**src/rtl/fetch_ctrl.sv**
```systemverilog
// Instruction fetch sequencer: owns the fetch PC, issues one outstanding
// instruction-bus request at a time and buffers one returned word for decode.
module fetch_ctrl #(
    parameter logic [63:0] PC_RESET = 64'h0000_0000_8000_0000
) (
    input  logic        clk,
    input  logic        reset,
    output logic        ireq_valid,
    output logic [63:0] ireq_addr,
    input  logic        iresp_data_ok,
    input  logic [31:0] iresp_data,
    input  logic        redirect_valid,
    input  logic [63:0] redirect_pc,
    input  logic        stall,
    output logic        out_valid,
    output logic [31:0] out_instr,
    output logic [63:0] out_pc,
    output logic        out_excep
);

    typedef enum logic [2:0] {
        IDLE    = 3'd0,
        REQ     = 3'd1,
        DISCARD = 3'd2,
        HOLD    = 3'd3,
        EXC     = 3'd4,
        WAIT    = 3'd5
    } state_t;

    state_t      state_q, state_d;
    logic [63:0] pc_q, pc_d;
    logic [63:0] req_q, req_d;
    logic [31:0] buf_q, buf_d;

    logic        redir_mis;
    logic [63:0] pc_inc;
    logic [63:0] disc_tgt;

    assign redir_mis = redirect_valid && (redirect_pc[1:0] != 2'b00);
    assign pc_inc    = pc_q + 64'd4;
    // Where a discarded request resumes: a same-cycle redirect wins over the stored target.
    assign disc_tgt  = redirect_valid ? redirect_pc : pc_q;

    always_ff @(posedge clk) begin
        if (reset) begin
            state_q <= IDLE;
            pc_q    <= PC_RESET;
            req_q   <= PC_RESET;
            buf_q   <= 32'd0;
        end else begin
            state_q <= state_d;
            pc_q    <= pc_d;
            req_q   <= req_d;
            buf_q   <= buf_d;
        end
    end

    always_comb begin
        state_d = state_q;
        pc_d    = pc_q;
        req_d   = req_q;
        buf_d   = buf_q;

        case (state_q)
            IDLE: begin
                if (redirect_valid) begin
                    pc_d = redirect_pc;
                    if (redir_mis) begin
                        state_d = EXC;
                    end else begin
                        req_d   = redirect_pc;
                        state_d = REQ;
                    end
                end else begin
                    req_d   = pc_q;
                    state_d = REQ;
                end
            end

            REQ: begin
                if (redirect_valid) begin
                    pc_d = redirect_pc;
                    if (iresp_data_ok) begin
                        // Response closes the old request, so the new target can go out directly.
                        if (redir_mis) begin
                            state_d = EXC;
                        end else begin
                            req_d = redirect_pc;
                        end
                    end else begin
                        state_d = DISCARD;
                    end
                end else if (iresp_data_ok) begin
                    buf_d   = iresp_data;
                    state_d = HOLD;
                end
            end

            DISCARD: begin
                if (redirect_valid) begin
                    pc_d = redirect_pc;
                end
                if (iresp_data_ok) begin
                    if (disc_tgt[1:0] != 2'b00) begin
                        state_d = EXC;
                    end else begin
                        req_d   = disc_tgt;
                        state_d = REQ;
                    end
                end
            end

            HOLD, EXC, WAIT: begin
                if (redirect_valid) begin
                    pc_d = redirect_pc;
                    if (redir_mis) begin
                        state_d = EXC;
                    end else begin
                        req_d   = redirect_pc;
                        state_d = REQ;
                    end
                end else if (!stall && state_q == HOLD) begin
                    pc_d    = pc_inc;
                    req_d   = pc_inc;
                    state_d = REQ;
                end else if (!stall && state_q == EXC) begin
                    state_d = WAIT;
                end
            end

            default: begin
                state_d = IDLE;
            end
        endcase
    end

    assign ireq_valid = (state_q == REQ) || (state_q == DISCARD);
    assign ireq_addr  = req_q;
    assign out_valid  = (state_q == HOLD) || (state_q == EXC);
    assign out_pc     = pc_q;
    assign out_instr  = (state_q == HOLD) ? buf_q : 32'd0;
    assign out_excep  = (state_q == EXC);

endmodule

```
**config.mk**
```make
export PLATFORM = sky130hd
export DESIGN_NAME = fetch_ctrl
export DESIGN_NICKNAME = d
export VERILOG_FILES = /design/src/rtl/fetch_ctrl.sv
export SDC_FILE = /design/constraint.sdc
export NUM_CORES = 1
export LEC_CHECK = 0
export BUFFER_PORTS_ARGS = -buffer_cell sky130_fd_sc_hd__buf_2
export CELL_PAD_IN_SITES_DETAIL_PLACEMENT = 1
export CELL_PAD_IN_SITES_GLOBAL_PLACEMENT = 1
export CORE_MARGIN = 10
export CORE_UTILIZATION = 39
export DETAILED_ROUTE_END_ITERATION = 16
export GPL_ROUTABILITY_DRIVEN = 0
export GPL_TIMING_DRIVEN = 0
export PLACE_DENSITY_LB_ADDON = 0.1
export SLEW_MARGIN = 30
export SYNTH_ARGS = -nofsm -noshare
export SYNTH_HDL_FRONTEND = slang
export SYNTH_SLANG_ARGS = --single-unit
```
**constraint.sdc**
```tcl
create_clock -name clk -period 4 [get_ports clk]
set_clock_uncertainty 0.2 [all_clocks]
set_input_delay 0.2 -clock clk [delete_from_list [all_inputs] [get_ports clk]]
set_output_delay 0.2 -clock clk [all_outputs]
set_load 0.02 [all_outputs]
```
==> run metrics <==
largest net degree at the start of global routing 17; top area cells in the synthesized netlist dfxtp_1 (29%), nand2_1 (7.5%), nor2_1 (5.6%); CP arrival 4.16 ns; fraction of registers with async set or reset after synthesis 0; Total Routing Usage GR 0.382; WL/cell 30.3 um; worst hold slack -0.000207 ns; Initial Util 0.394; clock root buffer clkbuf_16; Worst Setup End Kind flop; initial antenna violation count 1; area leader, netlist dfxtp_1; DR vias/cell 6.97; status complete, but fails checks; post-route worst setup slack 0.0195 ns; Post-Syn Area 0.0112 sq mm; met3 WL post-DR 10.4 mm; Peak VDD IR 0.000258 V; predominant post-synthesis flop cell dfxtp_1; Synth warnings 0; reg2reg start state_q[2]; total gr overflow 0; Net Count, Synth 1701; total wire length 71.9 mm; IO Pins 264; RSZ-0062 raised after global routing false; failing checks negative hold slack; Placement Setup Slack 0.0444 ns; First-pass DRT Iterations 6; vias in the first global route 16.2k; DR vias 16.5k; post-layout min period 3.98 ns; maxcap violations 0; Die Span Y 190 um; share of layout cells above drive strength 1 0.174; Fillers 3753; worst hold path endpoint out_pc[16]; Post-synth EDFFs 0; final setup fails 0; P&R area growth vs syn 30.7%; first-pass GRT wire length 105 mm; die area 0.0360 sq mm; most frequently used cell type in the post-synthesis netlist nand2_1; Seq cells post-synth 163; Slew @ Worst Pin 1.13 ns; Worst Hold Launch redirect_pc[16]; Synth Instances 1599; worst-case reg-to-reg path depth 9; Site Rows 62; Seq. cell area 0.00326 sq mm; CP required 4.18 ns; leakage 5.70 nW; HPWL Detailed 50.9 mm; uppermost routed layer met4; Reg2Reg Capture Point ireq_addr[28]; Metal-1 WL 26.2 mm; post-route ant nets 0; hold path depth 4; Final Hold Vio Count 1; Port-buffer cells 258; Slew HR 0.249; FMAX 251 MHz; Num CTS Buffers 17; synthesized area per cell 7.03 sq um; buffers inserted by post-CTS timing repair 0; CTS tree built; CP startpoint kind flop; CP max FO 10; multi-input combinational cell area 0.00735 sq mm; residual DRC count 0; top cells by instance count after synthesis nand2_1 (224), nor2_1 (168), dfxtp_1 (163); fin. max-slew vios 0; latest clock arrival within the worst-skew pair 0.46 ns; Die Wd 190 um; power density over the cells 428 mW/mm^2; Hold Path Class in -> reg; TritonCTS Sinks 163; drt initial violations 2669; Routed met2 length 29.9 mm; Final Cycle Share 0.995; CTS H-tree depth 4; sequential share of the synthesized area 0.290; CTS clk-pin slew, worst paths 0.07 ns; Core Box Area 0.0285 sq mm; Yosys top cell area share 0.290; Setup CP Type reg -> reg; reg2reg setup slack 0.02 ns; synth unique cells 69; # nets final 2074; CTS Buffer Depth 2
[routing by layer]
| layer | vias up | track usage |
|---|---|---|
| met5 | - | 0 |
| met4 | 0 | 0.245 |
| met3 | 401 | 0.126 |
| met2 | 1416 | 0.564 |
| met1 | 7956 | 0.470 |
| li1 | 6759 | - |
[layout by cell type, fill, tap and decap left out, types with 8 or more instances in the layout]
cell type	Yosys	routed
o211ai_1	14	14
o21ai_0	75	74
nor4_1	43	39
buf_1	9	9
clkbuf_1	147	138
mux2i_1	31	31
a221oi_1	15	15
nor2_1	168	166
o31ai_1	12	12
dfxtp_1	163	163
xor2_1	10	10
clkbuf_16	0	17
nand2_1	224	224
nor3_1	51	48
clkbuf_2	0	10
a31oi_1	20	20
a311oi_1	42	42
o21bai_1	12	12
nand3_1	54	54
nand4_1	36	36
nand2b_1	8	8
xnor2_1	9	9
a222oi_1	27	27
and3_1	27	27
and2_1	37	37
a22oi_1	18	18
a21boi_0	8	8
or3_1	13	13
a211oi_1	28	28
dlygate4sd3_1	0	93
buf_2	12	271
o22ai_1	34	34
a21oi_1	114	113
or4_1	15	15
inv_1	15	15
[worst max path at each step]
| stage | startpoint | endpoint | depth (start not counted) |
|---|---|---|---|
| 6_report | state_q[2] | ireq_addr[28] | 9 |
| 3_3_place_gp | redirect_valid | ireq_addr[4] | 8 |
| 5_1_grt | state_q[2] | ireq_addr[28] | 9 |
| 4_1_cts | state_q[2] | ireq_addr[59] | 8 |
| 2_1_floorplan | out_pc[39] | out_pc[49] | 7 |
| 3_5_place_dp | state_q[1] | ireq_addr[25] | 8 |
[registers in the layout, indices dropped and copies added, names as in the netlist]
signal,count
out_pc,64
buf_q,32
ireq_addr,64
state_q,3
[cell families after synthesis]
group,count (synthesis),synth area share
XOR/XNOR,19,0.0148
adder cells (fa/ha/maj),1,0.00111
AO/OA/AOI/OAI,490,0.299
flip-flops,163,0.290
buffers and inverters,186,0.0644
multiplexers,33,0.0296
AND/OR/NAND/NOR,707,0.301
[power by group]
part / leakage, nW / internal (mW) / switching [mW]
Clock: 0.298 / 1.01 / 0.819
Combinational: 4.06 / 0.699 / 1.70
Sequential: 1.34 / 1.83 / 0.220
[worst max-delay path, stage by stage, from the launching register on]
cell	delay [ns]
dfxtp_1	0.48
clkbuf_1	0.42
nor3b_1	0.14
clkbuf_1	0.37
nor2_1	0.70
clkbuf_1	0.90
o22ai_1	0.21
nand3_1	0.14
a21oi_1	0.10
nor3_1	0.24
[metrics by stage]
step | util | total power, mW | area, sq um | setup TNS [ns] | std cells
5_1_grt | 0.515 | 6.43 | 14700 | 0 | 2369
2_1_floorplan | - | 3.26 | 11200 | 0 | 1599
3_3_place_gp | 0.456 | 4.20 | 13000 | -3.31 | 2241
3_5_place_dp | 0.458 | 4.27 | 13100 | 0 | 2244
6_report | 0.515 | 6.28 | 14700 | 0 | 2372
4_1_cts | 0.513 | 6.14 | 14600 | 0 | 2369
[final cells by class]
cell class,count,share of cell area
Multi-Input combinational cell,1250,0.500
Sequential cell,163,0.222
Timing Repair Buffer,354,0.153
Buffer,170,0.0461
Tap cell,384,0.0327
Clock buffer,19,0.0301
Clock inverter,13,0.0120
Inverter,16,0.00409
Antenna cell,3,0.000511
[what timing repair did]
item	in CTS	in global routing
hold endpoints to repair	105	0
hold buffers	93	0
gates resized for setup	1	6
setup endpoints to repair	2	24
Power figures use the tool's default switching activity.
